--- src/rtl/timer_pkg.sv ---
// rtl/timer_pkg.sv - shared mode encodings and flag bit indices for the timer block
package timer_pkg;

    typedef enum logic [1:0] {
        MODE_FREE    = 2'b00,
        MODE_RELOAD  = 2'b01,
        MODE_ONESHOT = 2'b10,
        MODE_FREE_X  = 2'b11
    } timer_mode_e;

    localparam int FLG_OVF = 0;
    localparam int FLG_UDF = 1;
    localparam int FLG_CMP = 2;
    localparam int NUM_FLG = 3;

endpackage

--- src/rtl/timer_counter_gen_if.sv ---
// rtl/timer_counter_gen_if.sv - control/status bundle between register block and timer core
interface timer_counter_gen_if #(parameter int WIDTH = 16);
    logic             clk_ena;
    logic             enable;
    logic             up_down;
    logic [1:0]       mode;
    logic             load;
    logic [WIDTH-1:0] load_value;
    logic [WIDTH-1:0] reload_value;
    logic [WIDTH-1:0] compare_value;
    logic [2:0]       irq_en;
    logic [2:0]       clr_flags;
    logic [WIDTH-1:0] count;
    logic             overflow;
    logic             underflow;
    logic             cmp_match;
    logic             running;
    logic             irq;

    modport master (
        output clk_ena, enable, up_down, mode, load, load_value, reload_value,
               compare_value, irq_en, clr_flags,
        input  count, overflow, underflow, cmp_match, running, irq
    );

    modport slave (
        input  clk_ena, enable, up_down, mode, load, load_value, reload_value,
               compare_value, irq_en, clr_flags,
        output count, overflow, underflow, cmp_match, running, irq
    );
endinterface

--- src/rtl/timer_flag.sv ---
// rtl/timer_flag.sv - one sticky status bit, clear wins over a same-cycle set
module timer_flag (
    input  logic clk,
    input  logic rst_n,
    input  logic set,
    input  logic clr,
    output logic q
);

    always_ff @(posedge clk) begin
        if (!rst_n)
            q <= 1'b0;
        else if (clr)
            q <= 1'b0;
        else if (set)
            q <= 1'b1;
    end

endmodule

--- src/rtl/timer_counter_gen.sv ---
// rtl/timer_counter_gen.sv - up/down timer with free-run, auto-reload, one-shot and sticky flags
module timer_counter_gen
    import timer_pkg::*;
#(
    parameter int WIDTH = 16
) (
    input  logic               clk,
    input  logic               rst_n,
    timer_counter_gen_if.slave bus
);

    localparam logic [WIDTH-1:0] MAXV = {WIDTH{1'b1}};

    logic [WIDTH-1:0]   count_q;
    logic [WIDTH-1:0]   count_d;
    logic               running_q;
    logic               running_d;
    logic               tick;
    logic               wrap_up;
    logic               wrap_dn;
    logic [NUM_FLG-1:0] flag_set;
    logic [NUM_FLG-1:0] flag_q;

    // Wrap is judged on the current value at the counting edge itself.
    always_comb begin
        tick      = bus.enable & bus.clk_ena & running_q & ~bus.load;
        wrap_up   = tick &  bus.up_down & (count_q == MAXV);
        wrap_dn   = tick & ~bus.up_down & (count_q == '0);
        count_d   = count_q;
        running_d = running_q;

        if (bus.load) begin
            count_d   = bus.load_value;
            running_d = 1'b1;
        end else if (tick) begin
            if (wrap_up || wrap_dn) begin
                case (timer_mode_e'(bus.mode))
                    MODE_RELOAD:  count_d = bus.reload_value;
                    MODE_ONESHOT: begin
                        count_d   = bus.reload_value;
                        running_d = 1'b0;
                    end
                    default:      count_d = wrap_up ? '0 : MAXV;
                endcase
            end else if (bus.up_down) begin
                count_d = count_q + 1'b1;
            end else begin
                count_d = count_q - 1'b1;
            end
        end

        flag_set          = '0;
        flag_set[FLG_OVF] = wrap_up;
        flag_set[FLG_UDF] = wrap_dn;
        flag_set[FLG_CMP] = tick & (count_d == bus.compare_value);
    end

    always_ff @(posedge clk) begin
        if (!rst_n) begin
            count_q   <= '0;
            running_q <= 1'b1;
        end else begin
            count_q   <= count_d;
            running_q <= running_d;
        end
    end

    for (genvar i = 0; i < NUM_FLG; i++) begin : g_flag
        timer_flag u_flag (
            .clk   (clk),
            .rst_n (rst_n),
            .set   (flag_set[i]),
            .clr   (bus.clr_flags[i]),
            .q     (flag_q[i])
        );
    end

    assign bus.count     = count_q;
    assign bus.running   = running_q;
    assign bus.overflow  = flag_q[FLG_OVF];
    assign bus.underflow = flag_q[FLG_UDF];
    assign bus.cmp_match = flag_q[FLG_CMP];
    assign bus.irq       = |(flag_q & bus.irq_en);

endmodule

--- src/flat_wrapper.sv ---
// flat-port wrapper written by rule: the top's interface ports become plain ports
module timer_counter_gen_flat import timer_pkg::*;
#(
    parameter int WIDTH = 16
)
  (clk, rst_n, bus_clk_ena, bus_enable, bus_up_down, bus_mode, bus_load, bus_load_value, bus_reload_value, bus_compare_value, bus_irq_en, bus_clr_flags, bus_count, bus_overflow, bus_underflow, bus_cmp_match, bus_running, bus_irq);
  timer_counter_gen_if #(.WIDTH(WIDTH)) bus_i ();
  input  logic clk;
  input  logic rst_n;
  input wire logic [$bits(bus_i.clk_ena)-1:0] bus_clk_ena;
  input wire logic [$bits(bus_i.enable)-1:0] bus_enable;
  input wire logic [$bits(bus_i.up_down)-1:0] bus_up_down;
  input wire logic [$bits(bus_i.mode)-1:0] bus_mode;
  input wire logic [$bits(bus_i.load)-1:0] bus_load;
  input wire logic [$bits(bus_i.load_value)-1:0] bus_load_value;
  input wire logic [$bits(bus_i.reload_value)-1:0] bus_reload_value;
  input wire logic [$bits(bus_i.compare_value)-1:0] bus_compare_value;
  input wire logic [$bits(bus_i.irq_en)-1:0] bus_irq_en;
  input wire logic [$bits(bus_i.clr_flags)-1:0] bus_clr_flags;
  output wire logic [$bits(bus_i.count)-1:0] bus_count;
  output wire logic [$bits(bus_i.overflow)-1:0] bus_overflow;
  output wire logic [$bits(bus_i.underflow)-1:0] bus_underflow;
  output wire logic [$bits(bus_i.cmp_match)-1:0] bus_cmp_match;
  output wire logic [$bits(bus_i.running)-1:0] bus_running;
  output wire logic [$bits(bus_i.irq)-1:0] bus_irq;
  assign bus_i.clk_ena = bus_clk_ena;
  assign bus_i.enable = bus_enable;
  assign bus_i.up_down = bus_up_down;
  assign bus_i.mode = bus_mode;
  assign bus_i.load = bus_load;
  assign bus_i.load_value = bus_load_value;
  assign bus_i.reload_value = bus_reload_value;
  assign bus_i.compare_value = bus_compare_value;
  assign bus_i.irq_en = bus_irq_en;
  assign bus_i.clr_flags = bus_clr_flags;
  assign bus_count = bus_i.count;
  assign bus_overflow = bus_i.overflow;
  assign bus_underflow = bus_i.underflow;
  assign bus_cmp_match = bus_i.cmp_match;
  assign bus_running = bus_i.running;
  assign bus_irq = bus_i.irq;
  timer_counter_gen #(.WIDTH(WIDTH)) u_core (.clk(clk), .rst_n(rst_n), .bus(bus_i));
endmodule
--- config.mk ---
export PLATFORM = sky130hd
export DESIGN_NAME = timer_counter_gen_flat
export DESIGN_NICKNAME = d
export VERILOG_FILES = /design/src/rtl/timer_pkg.sv /design/src/rtl/timer_counter_gen_if.sv /design/src/rtl/timer_flag.sv /design/src/rtl/timer_counter_gen.sv /design/src/flat_wrapper.sv
export SDC_FILE = /design/constraint.sdc
export NUM_CORES = 1
export LEC_CHECK = 0
export CORE_MARGIN = 5
export CORE_UTILIZATION = 40
export CTS_CLUSTER_DIAMETER = 80
export DETAILED_ROUTE_END_ITERATION = 10
export PLACE_DENSITY = 0.71
export SLEW_MARGIN = 40
export SYNTH_ARGS = -nofsm -noshare
export SYNTH_HDL_FRONTEND = slang
export SYNTH_SLANG_ARGS = --single-unit
--- constraint.sdc ---
create_clock -name clk -period 6.1 [get_ports clk]
set_input_delay 1.22 -clock clk [delete_from_list [all_inputs] [get_ports clk]]
set_output_delay 1.22 -clock clk [all_outputs]
set_load 0.01 [all_outputs]
==> summary.md, run 1 <==
| Metric | Value |
|---|---|
| PnR Total Power | ~580 µW |
| Sequential element share of the synthesized area | 0.153 |
| Largest net degree at the start of global routing | 27 |
| Hold Vio Cnt, Final | 0 |
| First-pass DRT Iterations | 5 |
| Layout cell share with drive strength beyond 1 | 0.0569 |
| Post-synth EDFFs | 0 |
| Status | complete, no violations |
| Drt wl/cell | 21.1 µm |
| Slew at the pin with the worst max-slew slack | about 730 ps |
| Vias in the first global route | about 3200 |
| Core area | roughly 0.0063 mm² |
| Clock Tree Root | clkbuf_8 |
| Cell family with most CP delay | simple AND/OR/NAND/NOR gates |
| Post-CTS Resized | 0 |
| Syn Area/Cell | 7.14 µm² |
| Top-area cell type share of the netlist area | 0.153 |
| Synth-to-Final Area Change | 35.6% |
| Highest cell delay on the worst timing path | around 680 ps |
| Final Max Tran Viols | 0 |
| Postcts setup bufs | 0 |
| H-tree Lvls | 1 |
| Final Setup Violations | 0 |
| Setup crit end kind | flip-flop |
| FF-to-FF Start | u_core.bus.count[0] |
| Synth warn | 0 |
| Internal power | between 300 and 400 µW |
| Crit-path cells | clkdlybuf4s50_1, inv_1, ha_1, nor2b_1, o2111ai_1, and3_1, or4b_2, nand4_1, o211ai_1, mux2_2, o311ai_1, or4_1, o21ai_1 |
| WP data required | approximately 6300 ps |
| Post-DRT Antenna Nets | 0 |
| HPWL after DPL | 8240 µm |
| Max Buffers Root-to-Sink | 2 |
| Drt via density | approximately 6.5 |
| Crit-path slowest cell | clkdlybuf4s50_1 |
| FF+latch count, synth | 20 |
| Power Density | 164 mW/mm² |
| Reg-to-reg endpoint | u_core.g_flag[2].u_flag.q |
| First-pass GRT wire length | roughly 17000 µm |
| Clock network fraction of design power | 0.257 |
| Drt drc | 0 |
| Top cells by area, synth | dfxtp_1 (15%), ha_1 (7.2%), a21oi_1 (5.5%), nand2_1 (5.3%), o21ai_0 (4.4%) |
| Clk slew on worst S/H paths | about 110 ps |
| Fill count | 621 |
| Gate power share | 0.468 |
| Synthesized area | roughly 0.0026 mm² |
| Crit path kind | in2reg |
| Unrepaired setup endpoints after global routing | false |
| Post-CTS Hold Buffers | 0 |
| Hold Crit Depth | 2 |
| Die Ht | between 90 and 100 µm |
| Flop2flop setup slack | ~2400 ps |
| Switching share of power | 0.387 |
| GRT Overall Usage | 0.249 |
| Gr ovfl total | 0 |
| Relative slew slack | 0.511 |
| Reg2Reg Depth | 12 |
| Leakage Power | about 1.4 nW |
| Iter 0 DRT Violations | between 400 and 500 |
| Worst-path maximum fanout | 16 |
| Port Buffer Count | 82 |
| Die area | roughly 0.0083 mm² |
| Cts bufs inserted | 3 |
| Largest area contributor in the synthesized netlist | dfxtp_1 |
| Clock Latency Late Sink | 290 ps |
| Syn Nets | 445 |
| I/O pin cnt | 83 |
| Worst Hold End | u_core.bus.running |
| HP Class | reg2reg |
| Top_reg_cell synth | dfxtp_1 |
| Maximum VDD drop | 0.108 mV |
| Netlist cell types | 72 |
| Critical Path Start Type | primary input |
| Worst hold path startpoint | u_core.bus.running |
| Clk sinks | 20 |
| Diodes inserted | 0 |
| Final setup TNS | 0 ps |
| Final Skew | between 20 and 25 ps |
| TritonCTS clock tree | yes |
| Initial antenna violation count | 0 |
| Register share of total power | 0.275 |
| Bufs and invs on worst path | 2 |
| Net count, final | 518 |
| Fmax | about 200 MHz |
| Initial Util | 0.412 |
| FFs w/ async S/R, synth | 0 |
| Final period util | 0.821 |
| NetSw | roughly 230 µW |
| Synth Instances | 367 |
| Total vias in the final route | 3334 |
| Wirelength, routed | 10900 µm |
| Tmin final | about 5000 ps |
| FP Rows | 29 |
| Die width | between 90 and 100 µm |
| Arrival time worst endpoint | around 5200 ps |
| Max cap viols | 0 |
| GPL Wtd Cong | 0.950 |
sequential cells by signal, indices dropped and copies added, names as in the netlist:
register,cells
u_core.bus.count,16
u_core.g_flag.u_flag.q,3
u_core.bus.running,1
per-stage QoR:
stage	std cells	setup slack, ps	util	cell area, µm²	hold WS (ps)
final	516	1090	0.559	3550	523
after global routing	516	859	0.559	3550	544
after CTS	515	1120	0.558	3540	520
after detailed placement	511	864	0.546	3470	504
after global placement	511	947	0.546	3470	492
after floorplan	367	1990	-	2620	508
layout by cell type (no fill, tap or decap), types with 4 or more instances in the layout:
| master | count |
|---|---|
| a211o_1 | 4 |
| a211oi_1 | 7 |
| a21o_1 | 7 |
| a21oi_1 | 29 |
| a31oi_1 | 4 |
| and2_1 | 4 |
| and3_1 | 9 |
| clkdlybuf4s50_1 | 82 |
| dfxtp_1 | 20 |
| ha_1 | 15 |
| inv_1 | 14 |
| mux2i_1 | 4 |
| nand2_1 | 37 |
| nand3_1 | 10 |
| nand4_1 | 14 |
| nor2_1 | 27 |
| nor2b_1 | 4 |
| nor3_1 | 19 |
| nor4_1 | 6 |
| o21ai_0 | 23 |
| o31ai_1 | 4 |
| or3_1 | 4 |
| xnor2_1 | 7 |
| xor2_1 | 7 |
worst min-delay path: stages (launching register included):
cell	delay (ps)
dfxtp_1	360
nand2_1	60
nand3_1	60
cell usage after synthesis (3+ instances only):
| cell type | n |
|---|---|
| a211o_1 | 4 |
| a211oi_1 | 7 |
| a21o_1 | 7 |
| a21oi_1 | 29 |
| a31oi_1 | 4 |
| and2_1 | 4 |
| and3_1 | 9 |
| and4_1 | 3 |
| clkbuf_1 | 12 |
| dfxtp_1 | 20 |
| ha_1 | 15 |
| inv_1 | 14 |
| mux2i_1 | 4 |
| nand2_1 | 37 |
| nand3_1 | 10 |
| nand3b_1 | 3 |
| nand4_1 | 14 |
| nor2_1 | 27 |
| nor2b_1 | 4 |
| nor3_1 | 19 |
| nor4_1 | 6 |
| o21a_1 | 3 |
| o21ai_0 | 23 |
| o21ai_1 | 3 |
| o221ai_1 | 3 |
| o31ai_1 | 4 |
| or2_2 | 3 |
| or3_1 | 4 |
| xnor2_1 | 7 |
| xor2_1 | 7 |
how the worst max path moves through the flow:
stage	startpoint	end	slack [ps]	cells past startpoint
after floorplan	bus_up_down	u_core.g_flag[2].u_flag.q	1990	12
after global placement	bus_up_down	u_core.g_flag[2].u_flag.q	950	13
after detailed placement	bus_up_down	u_core.g_flag[2].u_flag.q	860	13
after CTS	bus_up_down	u_core.g_flag[2].u_flag.q	1120	13
after global routing	bus_up_down	u_core.g_flag[2].u_flag.q	860	13
final	bus_up_down	u_core.g_flag[2].u_flag.q	1090	13
area by class of cell:
type                       instances  area (µm²)  area share
sequential                        20         400       0.113
clock buffer                       3        41.3      0.0116
inverter                          15        56.3      0.0159
multi-input combinational        315        2080       0.586
timing repair buffer              85         847       0.238
clock inverter                     1        30.0     0.00845
tap                               77        96.3      0.0271
kinds of logic after synthesis:
logic type | Yosys count | share of synthesized area
multiplexers | 6 | 0.0239
AO/OA/AOI/OAI | 122 | 0.323
AND/OR/NAND/NOR | 157 | 0.322
buffers and inverters | 32 | 0.0526
adder cells (fa/ha/maj) | 16 | 0.0793
XOR/XNOR | 14 | 0.0468
flip-flops | 20 | 0.153
layer usage:
metal	up-vias	global-route usage	wire length (µm)
li1	1555	-	-
met1	1538	0.353	4830
met2	212	0.388	4760
met3	29	0.0333	1030
met4	0	0.0819	279
met5	-	0	0
power groups by stage:
stage / Sequential, mW / Combinational (mW) / Clock (mW)
4_1_cts: 0.159 / 0.269 / 0.146
3_3_place_gp: 0.162 / 0.264 / 0
3_5_place_dp: 0.162 / 0.267 / 0
2_1_floorplan: 0.158 / 0.158 / 0
6_report: 0.160 / 0.273 / 0.150
5_1_grt: 0.161 / 0.295 / 0.151
(Power assumes the default switching activity.)
==> inputs of run 2 (changes only) <==
PLACE_DENSITY = 0.73   (was 0.71)
clock period = 4.1 ns   (was 6.1 ns; I/O delays follow)
==> run 2 against run 1 <==
Effect of this change:
- first-iteration DRC count down 26%
- clock-buffer cell count is the same
- sequential cell count unchanged
- highest routed layer unchanged
- design area rose by 12%
- routed wire length up 5.1%
- power is 47% higher
- sequential power up 49%
- critical endpoint unchanged
- critical path type unchanged
- combinational power rose by 77%
- non-clock buffer count grew 53
==> summary.md, run 2 (synthesized netlist as in run 1, its figures left out) <==
| Metric | Value |
|---|---|
| Status | complete, no violations (unchanged) |
| Wirelength, routed | 11500 µm (was 10900 µm) |
| Reg2Reg Depth | 12 (unchanged) |
| Power Density | 216 mW/mm² (was 164 mW/mm²) |
| Unrepaired setup endpoints after global routing | false (unchanged) |
| Clk slew on worst S/H paths | 80 ps (was 110 ps) |
| Worst hold path startpoint | u_core.g_flag[1].u_flag.q (was u_core.bus.running) |
| Reg-to-reg endpoint | u_core.g_flag[2].u_flag.q (unchanged) |
| Max Buffers Root-to-Sink | 2 (unchanged) |
| Vias in the first global route | 3504 (was 3153) |
| Crit path kind | in2reg (unchanged) |
| Final Skew | 5.24 ps (was 23.3 ps) |
| Relative slew slack | 0.642 (was 0.511) |
| Diodes inserted | 0 (unchanged) |
| Max cap viols | 0 (unchanged) |
| Gr ovfl total | 0 (unchanged) |
| Drt via density | 6.23 (was 6.46) |
| TritonCTS clock tree | yes (unchanged) |
| Critical Path Start Type | primary input (unchanged) |
| Final Setup Violations | 0 (unchanged) |
| HPWL after DPL | 8970 µm (was 8240 µm) |
| Worst-path maximum fanout | 6 (was 16) |
| Drt drc | 0 (unchanged) |
| Slew at the pin with the worst max-slew slack | 536 ps (was 733 ps) |
| Arrival time worst endpoint | 3860 ps (was 5220 ps) |
| Core area | 0.00635 mm² (unchanged) |
| GRT Overall Usage | 0.271 (was 0.249) |
| FF-to-FF Start | u_core.bus.count[1] (was u_core.bus.count[0]) |
| Worst Hold End | u_core.g_flag[1].u_flag.q (was u_core.bus.running) |
| Fmax | about 270 MHz |
| Commonest non-fill, non-tap cell in the layout | clkdlybuf4s50_1 (unchanged) |
| Post-DRT Antenna Nets | 0 (unchanged) |
| Port Buffer Count | 82 (unchanged) |
| First-pass GRT wire length | 18200 µm (was 16900 µm) |
| Most frequent cells in the layout | clkdlybuf4s50_1 (81), buf_4 (56), nand2_1 (37) (was clkdlybuf4s50_1 (82), nand2_1 (37), a21oi_1 (29)) |
| I/O pin cnt | 83 (unchanged) |
| Clock Latency Late Sink | 260 ps (was 290 ps) |
| Setup crit end kind | flip-flop (unchanged) |
| Cts bufs inserted | 3 (unchanged) |
| Layout cell share with drive strength beyond 1 | 0.171 (was 0.0569) |
| Final period util | 0.892 |
| Total vias in the final route | 3538 (was 3334) |
| Die width | 90.9 µm (unchanged) |
| Drt wl/cell | 20.2 µm (was 21.1 µm) |
| Die Ht | 90.9 µm (unchanged) |
| Synth-to-Final Area Change | 51.3% (was 35.6%) |
| Final Max Tran Viols | 0 (unchanged) |
| FP Rows | 29 (unchanged) |
| Leakage Power | 1.67 nW (was 1.41 nW) |
| HP Class | reg2reg (unchanged) |
| Tmin final | around 3700 ps |
| First-pass DRT Iterations | 5 (unchanged) |
| Iter 0 DRT Violations | 316 (was 425) |
| GPL Wtd Cong | 0.979 (was 0.950) |
| Number of flip-flops in the largest register | 16 (unchanged) |
| Initial Util | 0.412 (unchanged) |
| H-tree Lvls | 1 (unchanged) |
| Clk sinks | 20 (unchanged) |
| Clock Tree Root | clkbuf_8 (unchanged) |
| Initial antenna violation count | 0 (unchanged) |
| Net count, final | 571 (was 518) |
| Largest net degree at the start of global routing | 26 (was 27) |
| WP data required | 4300 ps (was 6310 ps) |
| PnR Total Power | 858 µW (was 583 µW) |
| Die area | 0.00826 mm² (unchanged) |
| Hold Vio Cnt, Final | 0 (unchanged) |
| Hold Crit Depth | 2 (unchanged) |
| Hold_ws | 517 ps (was 523 ps) |
| Maximum VDD drop | 0.101 mV (was 0.108 mV) |
| Flop2flop setup slack | 730 ps (was 2380 ps) |
run 2: cell count changes in the layout (fill, tap and decap cells not counted), sizes merged:
cell / before / now
buf: 3 / 56
bufinv: 1 / 0
clkdlybuf4s50: 82 / 81
dlymetal6s2s: 0 / 1
run 2: timing repair:
action / in CTS / in global routing
buffers inserted: 0 / 1
hold buffers: 0 / 0
endpoints found under the setup margin: 0 / 1
hold endpoints to repair: 0 / 0
resized for setup: 0 / 11
run 2: metal layers:
metal	routed length (µm)	global-route usage
met5	0	0
met4	485	0.116
met3	1100	0.0633
met2	5140	0.433
met1	4730	0.349
run 2: worst max-delay path, stage by stage:
cell,delay (ps)
dlymetal6s2s_1,160
buf_4,170
fa_2,380
nor2b_4,150
o2111ai_2,120
and3_4,210
or4b_2,630
nand4_1,110
o211ai_1,120
mux2_2,260
o311ai_1,80
or4_1,510
o21ai_1,130
run 2: final cells by class:
class,instances,area [µm²]
fill,576,2390
multi-input combinational,315,2120
timing repair buffer,138,1240
sequential,20,400
tap,77,96.3
inverter,15,56.3
clock buffer,3,41.3
run 2: stage by stage:
step / area, µm² / setup TNS (ps) / setup WS, ps / std cells / utilization
after floorplan: 2620 / 0 / 390 / 367 / -
after global placement: 3870 / -162 / -162 / 564 / 0.609
after detailed placement: 3870 / -230 / -230 / 564 / 0.609
after CTS: 3910 / 0 / 40.4 / 567 / 0.616
after global routing: 3960 / 0 / 300 / 568 / 0.624
final: 3960 / 0 / 443 / 568 / 0.624
run 2: worst max-delay path by stage:
stage               slack (ps)  cells after the start                         to         from
floorplan                  390                     12  u_core.g_flag[2].u_flag.q  bus_up_down
global placement          -160                     13  u_core.g_flag[2].u_flag.q  bus_up_down
detailed placement        -230                     13  u_core.g_flag[2].u_flag.q  bus_up_down
CTS                         40                     13  u_core.g_flag[2].u_flag.q  bus_up_down
global route               300                     13  u_core.g_flag[2].u_flag.q  bus_up_down
finish                     440                     13  u_core.g_flag[2].u_flag.q  bus_up_down
run 2: where the power goes:
part / internal, mW / switching (mW)
Clock: 0.0657 / 0.0721
Combinational: 0.250 / 0.232
Sequential: 0.207 / 0.0310
Total: 0.523 / 0.335
